File: config.mk
export PLATFORM = sky130hd
export DESIGN_NAME = alu_op_sequencer
export DESIGN_NICKNAME = d
export VERILOG_FILES = /design/src/rtl/alu_pkg.sv /design/src/rtl/alu_op_sequencer.sv
export SDC_FILE = /design/constraint.sdc
export NUM_CORES = 1
export LEC_CHECK = 0
export ABC_AREA = 1
export BUFFER_PORTS_ARGS = -buffer_cell sky130_fd_sc_hd__buf_2
export CORE_MARGIN = 1
export CORE_UTILIZATION = 45
export DETAILED_ROUTE_END_ITERATION = 10
export MAX_ROUTING_LAYER = met4
export PLACE_DENSITY_LB_ADDON = 0.08
export SLEW_MARGIN = 20
export SYNTH_ARGS = -nofsm -noshare
export SYNTH_HDL_FRONTEND = slang
export SYNTH_SLANG_ARGS = --single-unit
File: constraint.sdc
create_clock -name clk -period 4.4 [get_ports clk]
set_input_delay 0.66 -clock clk [delete_from_list [all_inputs] [get_ports clk]]
set_output_delay 0.66 -clock clk [all_outputs]
set_load 0.01 [all_outputs]
File: src/rtl/alu_pkg.sv
// ---------------------------------------------------------------------------
// alu_pkg
// Shared definitions for the 8-bit alu datapath stage and its front-end
// sequencer.
//   - ALU mode codes, handed to the ALU's aluMode input unchanged
//   - sequencer state encoding (seq_state_t)
//   - byte and word widths plus small byte-select helpers
// ---------------------------------------------------------------------------
package alu_pkg;

  localparam int BYTE_W = 8;
  localparam int WORD_W = 16;

  localparam logic [3:0] ALU_ADD = 4'b0000;
  localparam logic [3:0] ALU_M1  = 4'b0001;
  localparam logic [3:0] ALU_M2  = 4'b0010;
  localparam logic [3:0] ALU_M3  = 4'b0011;

  typedef enum logic [1:0] {
    ST_IDLE = 2'd0,
    ST_LO   = 2'd1,
    ST_HI   = 2'd2,
    ST_DONE = 2'd3
  } seq_state_t;

  function automatic logic [BYTE_W-1:0] lo_byte(input logic [WORD_W-1:0] w);
    return w[BYTE_W-1:0];
  endfunction

  function automatic logic [BYTE_W-1:0] hi_byte(input logic [WORD_W-1:0] w);
    return w[WORD_W-1:BYTE_W];
  endfunction

endpackage

File: src/rtl/alu_op_sequencer.sv
// ---------------------------------------------------------------------------
// alu_op_sequencer
// Multi-cycle front end for the external 8-bit alu. It accepts a request,
// latches the operands and runs one ALU pass (narrow) or two passes (wide).
// On a wide op the carry-out of the low pass feeds the carry-in of the high
// pass. It then holds the result until the consumer takes it.
//
// Handshakes (both ports): a transfer happens at a rising clk edge where
// valid and ready are both high. A producer holds valid and payload stable
// until that edge. ready never depends on the same port's valid.
//
// Ports
//   clk, rst          clock, asynchronous active-high reset
//   req_valid/ready   request handshake
//   req_a, req_b      16-bit operands (upper bytes ignored when narrow)
//   req_ci            carry-in for the low-byte pass
//   req_mode          aluMode code, passed through untouched
//   req_wide          1 = two passes (16-bit), 0 = one pass (8-bit)
//   alu_a/b/ci/mode   drive to the ALU inputs (zero outside LO/HI)
//   alu_s, alu_cout   ALU combinational results, sampled at the clk edge
//   rsp_valid/ready   response handshake
//   rsp_s, rsp_cout   result word and final carry-out
//   dbg_state         current sequencer state, for observation only
// ---------------------------------------------------------------------------
module alu_op_sequencer
  import alu_pkg::*;
(
  input  logic              clk,
  input  logic              rst,

  input  logic              req_valid,
  output logic              req_ready,
  input  logic [WORD_W-1:0] req_a,
  input  logic [WORD_W-1:0] req_b,
  input  logic              req_ci,
  input  logic [3:0]        req_mode,
  input  logic              req_wide,

  output logic [BYTE_W-1:0] alu_a,
  output logic [BYTE_W-1:0] alu_b,
  output logic              alu_ci,
  output logic [3:0]        alu_mode,
  input  logic [BYTE_W-1:0] alu_s,
  input  logic              alu_cout,

  output logic              rsp_valid,
  input  logic              rsp_ready,
  output logic [WORD_W-1:0] rsp_s,
  output logic              rsp_cout,

  output seq_state_t        dbg_state
);

  seq_state_t        state_q;

  // Operands latched on accept; req_* are ignored afterwards.
  logic [WORD_W-1:0] a_q;
  logic [WORD_W-1:0] b_q;
  logic              ci_q;
  logic [3:0]        mode_q;
  logic              wide_q;

  // Result word and carry. The carry feeds the high pass and then becomes
  // the final carry-out.
  logic [WORD_W-1:0] res_q;
  logic              carry_q;
  logic              rsp_valid_q;

  logic              accept;

  // A held response leaves DONE in the same cycle the consumer takes it, so
  // a new request can be taken in that cycle too.
  assign req_ready = (state_q == ST_IDLE) ||
                     ((state_q == ST_DONE) && rsp_ready);
  assign accept    = req_valid && req_ready;

  // ALU drive is a pure decode of the state and the latched operands. All
  // inputs come from registers, so the ALU sees a stable value for the whole
  // pass, and the drive is zero in IDLE and DONE.
  always_comb begin
    alu_a    = '0;
    alu_b    = '0;
    alu_ci   = 1'b0;
    alu_mode = '0;
    case (state_q)
      ST_LO: begin
        alu_a    = lo_byte(a_q);
        alu_b    = lo_byte(b_q);
        alu_ci   = ci_q;
        alu_mode = mode_q;
      end
      ST_HI: begin
        alu_a    = hi_byte(a_q);
        alu_b    = hi_byte(b_q);
        alu_ci   = carry_q;
        alu_mode = mode_q;
      end
      default: ;
    endcase
  end

  always_ff @(posedge clk or posedge rst) begin
    if (rst) begin
      state_q     <= ST_IDLE;
      a_q         <= '0;
      b_q         <= '0;
      ci_q        <= 1'b0;
      mode_q      <= '0;
      wide_q      <= 1'b0;
      res_q       <= '0;
      carry_q     <= 1'b0;
      rsp_valid_q <= 1'b0;
    end else begin
      case (state_q)
        ST_IDLE: ;

        ST_LO: begin
          res_q[BYTE_W-1:0] <= alu_s;
          carry_q           <= alu_cout;
          if (wide_q) begin
            state_q <= ST_HI;
          end else begin
            res_q[WORD_W-1:BYTE_W] <= '0;
            rsp_valid_q            <= 1'b1;
            state_q                <= ST_DONE;
          end
        end

        ST_HI: begin
          res_q[WORD_W-1:BYTE_W] <= alu_s;
          carry_q                <= alu_cout;
          rsp_valid_q            <= 1'b1;
          state_q                <= ST_DONE;
        end

        ST_DONE: begin
          // res_q and carry_q are not written here, so the response stays
          // frozen for as long as the consumer stalls.
          if (rsp_ready) begin
            rsp_valid_q <= 1'b0;
            state_q     <= ST_IDLE;
          end
        end

        default: state_q <= ST_IDLE;
      endcase

      // Accept has the last word, so it overrides the DONE->IDLE move when a
      // new request arrives in the same cycle as the consumer's ready.
      if (accept) begin
        a_q     <= req_a;
        b_q     <= req_b;
        ci_q    <= req_ci;
        mode_q  <= req_mode;
        wide_q  <= req_wide;
        state_q <= ST_LO;
      end
    end
  end

  assign rsp_valid = rsp_valid_q;
  assign rsp_s     = res_q;
  assign rsp_cout  = carry_q;
  assign dbg_state = state_q;

endmodule
---- Word level (Yosys, flattened, before mapping) ----
Index checks and enable logic that the tools add are counted.
word-level totals
  bits in registers ....................... 58
  bits in latches ......................... 0
  RAM bits ................................ 0
  bits in read-only memories .............. 0
  output and inout port bits .............. 42
  word-level logic and storage cells ...... 40
  memories kept ........................... 0
cells by class
  add/subtract/negate cells ............... 0
  $mul .................................... 0
  divide/modulo/power cells ............... 0
  magnitude comparators ................... 0
  eq/ne operators ......................... 6
  shift operators ......................... 0
  mux-type cells .......................... 13
  bitwise logic cells ..................... 0
  reductions and logical operators ........ 11
operator list
  operator                                                          number
  8-bit case mux with 2 select lines                                3
  8-bit two-way mux                                                 1
  2-bit case mux with 3 select lines                                1
  2-bit == test (second input constant)                             2
  2-bit two-way mux                                                 2
  4-bit two-way mux                                                 1
  2-bit inequality test (second input constant)                     2
  2-bit AND reduction                                               2
  4-bit nonzero test                                                1
  1-bit two-way mux                                                 3
  3-bit inequality test (second input constant)                     1
  1-bit case mux with 3 select lines                                1
  3-bit AND reduction                                               1
  3-bit nonzero test                                                1
  2-bit by 1-bit == test with 1-bit output (second input constant)  1
  1-bit logical AND                                                 2
  2-bit logical NOT                                                 1
  1-bit case mux with 2 select lines                                1
  2-bit nonzero test                                                1
  2-bit OR reduction                                                1
  1-bit logical OR                                                  1

---- Depth between registers and ports, before layout ----
Gate-level depths: netlist of run 1.
  word-level depth ........................ 6
  depth in mapped cells ................... 8
  gate-level depth less buffers ........... 7

---- Worst setup path after synthesis of run 1 ----
No wires, ideal clock.
  kind .................................... register to output
  start point ............................. reg state_q[1], in the netlist dbg_state[1]
  end point ............................... out alu_a[0]
  arrival time ............................ 1.443 ns
  path slack .............................. 2.297 ns
  cell stages (with the launch flop) ...... 7
  buffers on the path ..................... 2
  cell sequence ........................... dfrtp_1 -> inv_1 -> ha_1 -> buf_4 -> inv_2 -> buf_2 -> a21oi_1
on the way
  longest elaborated chain between the ends .. 2
  elaborated cells on any way between the ends .. 3
ends and longest elaborated chain
  element                                                                    line                     source
  from (decl)                                                                alu_op_sequencer.sv:54   seq_state_t state_q;
  from (signal assigned)                                                     alu_op_sequencer.sv:104  state_q <= ST_IDLE;
  from (signal assigned)                                                     alu_op_sequencer.sv:121  state_q <= ST_HI;
  from (signal assigned)                                                     alu_op_sequencer.sv:125  state_q <= ST_DONE;
  2-bit == test or 2-bit by 1-bit == test with 1-bit output (tied branches)  alu_op_sequencer.sv:85   case (state_q)
  8-bit case mux with 2 select lines *                                       alu_op_sequencer.sv:85
  to (decl)                                                                  alu_op_sequencer.sv:39   output logic [BYTE_W-1:0] alu_a,
Mark *: on every way between the ends. The rest lies on a longest branch, timed or not.

---- Worst setup path after layout of run 1 ----
Same ends and word-level chain as after synthesis.

==> impl_results.md, run 1 <==
* Status: finished, final reports clean
* Most area-hungry cell type in the Yosys netlist: dfrtp_1
* CTS tree: done
* IO buf count at 92
* Max VDD drop at 0.332 mV
* CP Launch Type: register
* Crit path launch: dbg_state[1]
* Max Slew Vio Count at 0
* Final net count at 469
* EDFF count, synth at 0
* Synth cell types at 17
* CP endpoint: alu_a[0]
* Initial Util at 48.1%
* Die Ht at 79.9 um
* Hold Fails Final Rpt at 0
* Clock sink count at 58
* Finished Layout Cells at 489
* Dominant cell by count in the synthesized netlist: nand2_1
* Actual slew at the worst max-slew pin at 1.00 ns
* Setup TNS at 0 ns
* Reg2Reg Setup Slack at 2.06 ns
* CP Class: reg2out
* Fin area at 0.00340 mm^2
* 1st-iter DRT viols at 156
* Pin count of the biggest net entering global routing at 59
* Slew HR at 33.3%
* Final period utilization at 65.8%
* Cells on Worst Hold Path at 2
* Bufs on Longest Clock Path at 2
* Dpl cell area at 0.00318 mm^2
* Synth top cells by count: nand2_1, dfrtp_1, nand3_1
* Reg-to-Reg End: a_q[9]
* Clk_lat worst skew at 0.34 ns
* Total CTS buffers at 9
* Yosys reg bits at 58
* Core ar. at 0.00568 mm^2
* Required @ worst endpoint at 3.74 ns
* Post-layout minimum cycle time at 2.90 ns
* Clock Skew at 0.00689 ns
* HP Class: reg2reg
* Die width at 79.9 um
* CTS root buffer: clkbuf_8
* P_leak at 1.89 nW
* Top cells by area, synth: dfrtp_1, nand2_1, nand3_1
* Slowest-stage cell, CP: ha_1
* WL per Instance at 13.3 um
* Final worst slack at 1.50 ns
* Area delta synth->final at 24.5%
* CP arrival at 2.24 ns
* Post-synth top area share at 53.2%
* Syn Nets at 382
* Final core occ at 59.9%
* Power Density at 766 mW/mm^2
* Pre-CTS setup slack at 1.83 ns
* Clock-pin slew on the worst setup and hold paths at 0.06 ns
* Synth Cell Area at 0.00273 mm^2
* Fin Hold WS at 0.473 ns
* Power Total at 2.60 mW
* N_diodes at 0
* Total gr overflow at 0
* Reg2reg path depth at 9
* Max-Cap Viols at 0
* Placer Congestion at 0.783
* Ys Warns at 0
* Cells along the critical path: inv_1 > ha_1 > nand2_1 > a21oi_1 > buf_2
* CTS H-Tree Depth at 3
* Syn_area_per_cell at 8.40 um^2
* Register area share after synthesis at 53.2%
* Die ar. at 0.00638 mm^2
* Vias at 2,416
* Placed Cells at 473
* Post-CTS Setup Bufs at 0
* Initial antenna violation count at 0
* CTS resizes at 0
* Vias per inst at 4.94
* Detailed Route WL at 6.48 mm
* DRT antenna net count at 0
* Async SR Flop Fraction at 100%
* Number of remaining DRC errors at 0
* Max frequency at 0.345 GHz
* Primary FF master, synth: dfrtp_1
* Hpwl dp at 4.24 mm
* Cells after Synth at 325
* R2R Path Start: dbg_state[0]
* Crit-path max FO at 23
* Ports at 93
* Final setup vio count at 0
* Setup crit end kind: output port
* Crit-path max cell delay at 0.83 ns
* First-pass GRT wire length at 11.0 mm
* Initial DRT Pass Iterations at 5
* RSZ-0062 raised after global routing: false
* Num rows at 27
* Share of post-route cells with drive strength above 1 at 30.5%
* Post-CTS Hold Fix Bufs at 0
* Total track usage at 23.7%
* Vias in the first global route at 2,313
## metal layers
layer  vias to the layer above  wire (um)  GRT usage (%)
met4                         0         85           9.46
met5                         -          0              -
li1                       1203          -              -
met3                         9        439           5.14
met2                        88       2970           36.1
met1                      1116       2990           30.8
## worst max-delay path, delay by kind of cell (launching register included)
| family | cells | cell delay, ns |
|---|---|---|
| compound gates | 1 | 0.21 |
| simple gates | 1 | 0.12 |
| fa+ha+maj | 1 | 0.83 |
| flops | 1 | 0.44 |
| buf+inv | 2 | 0.30 |
## power breakdown
group / internal (mW) / switching, mW
Sequential: 0.773 / 0.137
Combinational: 0.414 / 0.742
Clock: 0.317 / 0.221
## cells by family after synthesis
family                   share of synthesized area (%)
buffers and inverters                             6.79
flip-flops                                        53.2
adder cells (fa/ha/maj)                           2.75
AND/OR/NAND/NOR                                   29.4
AO/OA/AOI/OAI                                     4.58
multiplexers                                      3.30
## area by class of cell
type / count / area [um^2]
multi-input cells: 233 / 1090
well taps: 72 / 90.1
repair buffers: 97 / 498
clock inverters: 7 / 93.8
inverters: 13 / 48.8
clock buffers: 9 / 124
fillers: 554 / 2280
flip-flops and latches: 58 / 1450
## cells in the final DEF (no fill, tap or decap), drive strengths merged, types with 6 or more instances in the layout
master,instances
buf,97
a21oi,17
clkbuf,9
inv,13
o21ai,8
mux2,8
dfrtp,58
nand2,149
nand3,43
ha,6
## how the worst min path moves through the flow
stage                     startpoint       to  slack [ns]
final                        b_q[12]  b_q[12]        0.47
after global routing         a_q[15]  a_q[15]        0.49
after CTS                     b_q[5]   b_q[5]        0.47
after detailed placement      b_q[3]   b_q[3]        0.46
after global placement        b_q[8]   b_q[8]        0.45
after floorplan              a_q[10]  a_q[10]        0.44
## registers in the layout, summed over array words and instances, names as in the netlist
name       flops
ci_q           1
rsp_s         16
a_q           16
rsp_cout       1
rsp_valid      1
dbg_state      2
b_q           16
mode_q         4
wide_q         1
Power figures use the tool's default switching activity.
==> run 2: changes to the inputs <==
Settings changed: ABC_AREA 1 to 0.
Clock period 4.4 ns to 2.82 ns, I/O delays scaled along.
==> impl_results.md, run 2 <==
* Final setup vio count at 0
* Number of remaining DRC errors at 0
* Top cells by area, synth: dfrtp_1, mux2_2, mux2_4
* CP Launch Type: register
* Main combinational cell family by area after synthesis: multiplexers
* Die ar. at 0.00617 mm^2
* Core ar. at 0.00557 mm^2
* HP Class: in2async
* Clock sink count at 58
* RSZ-0062 raised after global routing: false
* Clk_lat worst skew at 0.33 ns
* Vias per inst at 5.00
* Setup TNS at 0 ns
* Vias at 1,875
* Placed Cells at 359
* Die Ht at 78.6 um
* CP Class: reg2out
* Total track usage at 20.3%
* Total CTS buffers at 9
* Primary FF master, synth: dfrtp_1
* Synth top cells by count: dfrtp_1, mux2_2, a22oi_1, nand2_1, nor2b_1
* Detailed Route WL at 5.48 mm
* Finished Layout Cells at 375
* Die width at 78.6 um
* Total gr overflow at 0
* Adder-cell share of the synthesized area at 2.85%
* Syn_area_per_cell at 13.1 um^2
* Status: finished, final reports clean
* Register area share after synthesis at 55.0%
* Hold Fails Final Rpt at 0
* Actual slew at the worst max-slew pin at 0.648 ns
* Initial Util at 47.3%
* Clock-pin slew on the worst setup and hold paths at 0.07 ns
* DRT antenna net count at 0
* Area delta synth->final at 28.3%
* EDFF count, synth at 0
* Cells after Synth at 202
* Initial antenna violation count at 0
* Post-synthesis share of cell area spent on xor and xnor gates at 0%
* CTS H-Tree Depth at 3
* Most area-hungry cell type in the Yosys netlist: dfrtp_1
* Reg2Reg Setup Slack at 0.80 ns
* Crit-path max FO at 24
* Post-synth top area share at 55.0%
* First-pass GRT wire length at 9.27 mm
* Ports at 93
* Synth Area in Simple Gates at 7.78%
* Initial DRT Pass Iterations at 4
* Syn Nets at 259
* Final net count at 355
* Max VDD drop at 0.587 mV
* Ys Warns at 0
* Post-CTS Hold Fix Bufs at 0
* Required @ worst endpoint at 2.40 ns
* Power Density at 1240 mW/mm^2
* Commonest non-fill, non-tap cells in the layout: buf_2, dfrtp_1, mux2_2
* Synth cell types at 23
* WL per Instance at 14.6 um
* CP arrival at 2.06 ns
* Async SR Flop Fraction at 100%
* Max frequency at 0.402 GHz
* Reg-to-Reg End: dbg_state[1]
* Vias in the first global route at 1,976
* Share of post-route cells with drive strength above 1 at 54.5%
* Bufs on Longest Clock Path at 2
* CTS resizes at 0
* Synth Area in Compound Gates at 8.59%
* Reg2reg path depth at 5
* CTS root buffer: clkbuf_8
* R2R Path Start: dbg_state[1]
* Slew HR at 56.8%
* Yosys reg bits at 58
* Final period utilization at 88.2%
* Post-layout minimum cycle time at 2.49 ns
* Post-CTS Setup Bufs at 0
* Max-Cap Viols at 0
* Layout fillers at 495
* Clock Skew at 0.00439 ns
* CTS tree: done
* IO buf count at 92
* P_leak at 1.68 nW
* Setup crit end kind: output port
* Dominant cell by count in the synthesized netlist: dfrtp_1
* Num rows at 27
* Pin count of the biggest net entering global routing at 40
* Commonest non-fill, non-tap cell in the layout: buf_2
* N_diodes at 0
* Max Slew Vio Count at 0
* Placer Congestion at 0.740
* Synth Cell Area at 0.00264 mm^2
* Hpwl dp at 3.74 mm
* Mux contribution to synthesized area at 22.2%
* 1st-iter DRT viols at 57
==> run 2: changes by cell type in the layout (fill, tap and decap cells not counted), sizes merged, moves of 9 or more <==
cell and delta:
nand2 -131, mux2 +40, nor2b +17, a21oi -17
a22oi +17, nand3 -43, inv -9
==> run 2: worst max path at each step <==
stage                 start       end  slack, ns
2_1_floorplan  dbg_state[0]  alu_b[2]       0.90
3_3_place_gp   dbg_state[1]  alu_b[3]       0.77
3_5_place_dp   dbg_state[1]  alu_b[3]       0.65
4_1_cts        dbg_state[1]  alu_b[3]       0.28
5_1_grt        dbg_state[1]  alu_b[7]       0.15
6_report       dbg_state[1]  alu_b[3]       0.33
==> run 2: worst max-delay path, stage by stage (launching register included) <==
cell and delay (ns):
dfrtp_1 0.48, inv_1 0.12, ha_1 0.72, nor2b_1 0.26, buf_2 0.16
==> run 2: per-stage QoR <==
stage	utilization, %	hold slack [ns]	area (um^2)	setup WS, ns	power, mW
floorplan	-	0.470	2640	0.895	2.81
global placement	56.8	0.463	3170	0.767	3.35
detailed placement	56.8	0.465	3170	0.651	3.38
CTS	60.7	0.103	3380	0.278	4.25
global route	60.7	0.136	3380	0.149	4.52
finish	60.7	0.0938	3380	0.333	4.20
==> run 2: routing by layer <==
| metal | share of wire (%) | up-vias | track usage, % |
|---|---|---|---|
| met3 | 5.8 | 9 | 4.65 |
| met5 | 0 | - | - |
| li1 | - | 893 | - |
| met1 | 45 | 911 | 25.9 |
| met2 | 47 | 62 | 30.9 |
| met4 | 1.4 | 0 | 9.07 |
==> run 2: final cells by class <==
type,count,area [um^2],share of cell area [%]
sequential,58,1450,42.9
multi-input combinational,127,1090,32.2
timing repair buffer,98,518,15.3
clock buffer,11,141,4.18
tap,72,90.1,2.66
clock inverter,5,77.6,2.29
inverter,4,15.0,0.444
==> run 2: kinds of logic after synthesis <==
family / Yosys count
buffers and inverters: 17
AO/OA/AOI/OAI: 32
multiplexers: 49
flip-flops: 58
AND/OR/NAND/NOR: 40
adder cells (fa/ha/maj): 6
==> run 2: power by group <==
part / leakage [nW] / switching, mW / internal (mW) / total, mW
registers: 0.694 / 0.215 / 1.23 / 1.45
logic: 0.880 / 0.913 / 0.990 / 1.90
clock network: 0.109 / 0.330 / 0.519 / 0.849
==> run 3: changes to the inputs <==
Settings changed: BUFFER_PORTS_ARGS -buffer_cell sky130_fd_sc_hd__buf_2 to -buffer_cell sky130_fd_sc_hd__buf_4, TNS_END_PERCENT set to 100.
==> impl_results.md, run 3 (synthesized netlist as in run 2, its figures left out) <==
* Reg-to-Reg End: a_q[0]
* Number of remaining DRC errors at 0
* Commonest non-fill, non-tap cell in the layout: buf_4
* Post-CTS Hold Fix Bufs at 0
* Commonest non-fill, non-tap cells in the layout: buf_4, dfrtp_1, mux2_2
* Final net count at 354
* CTS root buffer: clkbuf_8
* Fin Hold WS at 0.289 ns
* 1st-iter DRT viols at 84
* Setup crit end kind: output port
* WL per Instance at 14.7 um
* Bufs on Longest Clock Path at 2
* Reg2reg path depth at 6
* CP Class: reg2out
* Clk_lat worst skew at 0.33 ns
* RSZ-0062 raised after global routing: false
* Pre-CTS setup slack at 0.644 ns
* Final period utilization at 87.8%
* Dpl cell area at 0.00339 mm^2
* Core ar. at 0.00557 mm^2
* Hpwl dp at 3.81 mm
* Detailed Route WL at 5.52 mm
* Total gr overflow at 0
* Reg2Reg Setup Slack at 0.71 ns
* Num rows at 27
* Initial antenna violation count at 0
* Initial Util at 47.3%
* CTS tree: done
* CTS H-Tree Depth at 3
* Vias in the first global route at 1,943
* Initial DRT Pass Iterations at 4
* Crit path launch: dbg_state[1]
* Clock sink count at 58
* Max VDD drop at 0.544 mV
* Die Ht at 78.6 um
* Total track usage at 20.2%
* Power Density at 1210 mW/mm^2
* Die ar. at 0.00617 mm^2
* DRT antenna net count at 0
* Actual slew at the worst max-slew pin at 0.722 ns
* Finished Layout Cells at 374
* Int Power at 2.91 mW
* Area delta synth->final at 36.8%
* Slew HR at 51.8%
* Max-Cap Viols at 0
* Max Slew Vio Count at 0
* Setup TNS at 0 ns
* R2R Path Start: dbg_state[1]
* CP endpoint: alu_b[6]
* Die width at 78.6 um
* Required @ worst endpoint at 2.40 ns
* Fin area at 0.00361 mm^2
* Placed Cells at 358
* Sw Share at 33.5%
* Register share of total power at 33.3%
* P_leak at 1.74 nW
* Vias at 1,872
* First-pass GRT wire length at 9.17 mm
* Clk pwr share at 19.1%
* Net load switching power at 1.47 mW
* Crit-path max FO at 24
* Final core occ at 64.7%
* Post-CTS Setup Bufs at 0
* Clock Skew at 0.00612 ns
* Share of post-route cells with drive strength above 1 at 54.3%
* CP Launch Type: register
* Pin count of the biggest net entering global routing at 59
* Status: finished, final reports clean
* Final setup vio count at 0
* Post-layout minimum cycle time at 2.48 ns
* Clock-pin slew on the worst setup and hold paths at 0.07 ns
* Power Total at 4.38 mW
* HP Class: in2async
* N_diodes at 0
* Max frequency at 0.404 GHz
* Hold Fails Final Rpt at 0
* Placer Congestion at 0.698
* IO buf count at 92
* Ports at 93
* Final worst slack at 0.343 ns
* Total CTS buffers at 9
* CP arrival at 2.05 ns
* Vias per inst at 5.01
* Comb pwr share at 47.6%
* CTS resizes at 0
run 3: cell types whose count changed in the layout (fill, tap and decap cells not counted), sizes merged:
| cell | delta |
|---|---|
| buf | -1 |
run 3: worst min path at each step:
stage | from | slack, ns | to
global route | req_valid | 0.30 | dbg_state[1]
global placement | rsp_s[11] | 0.46 | rsp_s[11]
floorplan | mode_q[0] | 0.47 | mode_q[0]
detailed placement | rsp_s[15] | 0.48 | rsp_s[15]
CTS | req_valid | 0.29 | dbg_state[1]
finish | rst | 0.29 | b_q[10]
run 3: area by class of cell:
| type | instances | area, um^2 |
|---|---|---|
| Timing Repair Buffer | 97 | 741 |
| Clock buffer | 11 | 141 |
| Sequential cell | 58 | 1450 |
| Multi-Input combinational cell | 127 | 1090 |
| Tap cell | 72 | 90.1 |
| Clock inverter | 5 | 77.6 |
| Inverter | 4 | 15.0 |
| Fill cell | 463 | 1970 |
run 3: metal layers:
| layer | share of wire (%) | vias up | GRT usage [%] |
|---|---|---|---|
| met4 | 1.8 | 0 | 9.44 |
| met3 | 4.9 | 9 | 4.53 |
| met2 | 47 | 64 | 31.0 |
| li1 | - | 891 | - |
| met1 | 46 | 908 | 25.4 |
| met5 | 0 | - | - |
run 3: power groups by stage:
stage	combinational, mW	sequential [mW]	clock (mW)
2_1_floorplan	1.35	1.47	0
3_3_place_gp	2.07	1.45	0
3_5_place_dp	2.11	1.47	0
4_1_cts	2.12	1.46	0.859
5_1_grt	2.27	1.51	0.893
6_report	2.08	1.46	0.837
run 3: critical path: stages, from the launching register on:
cell     delay [ns]
dfrtp_1        0.48
inv_1          0.12
ha_1           0.72
nor2b_1        0.25
buf_4          0.15
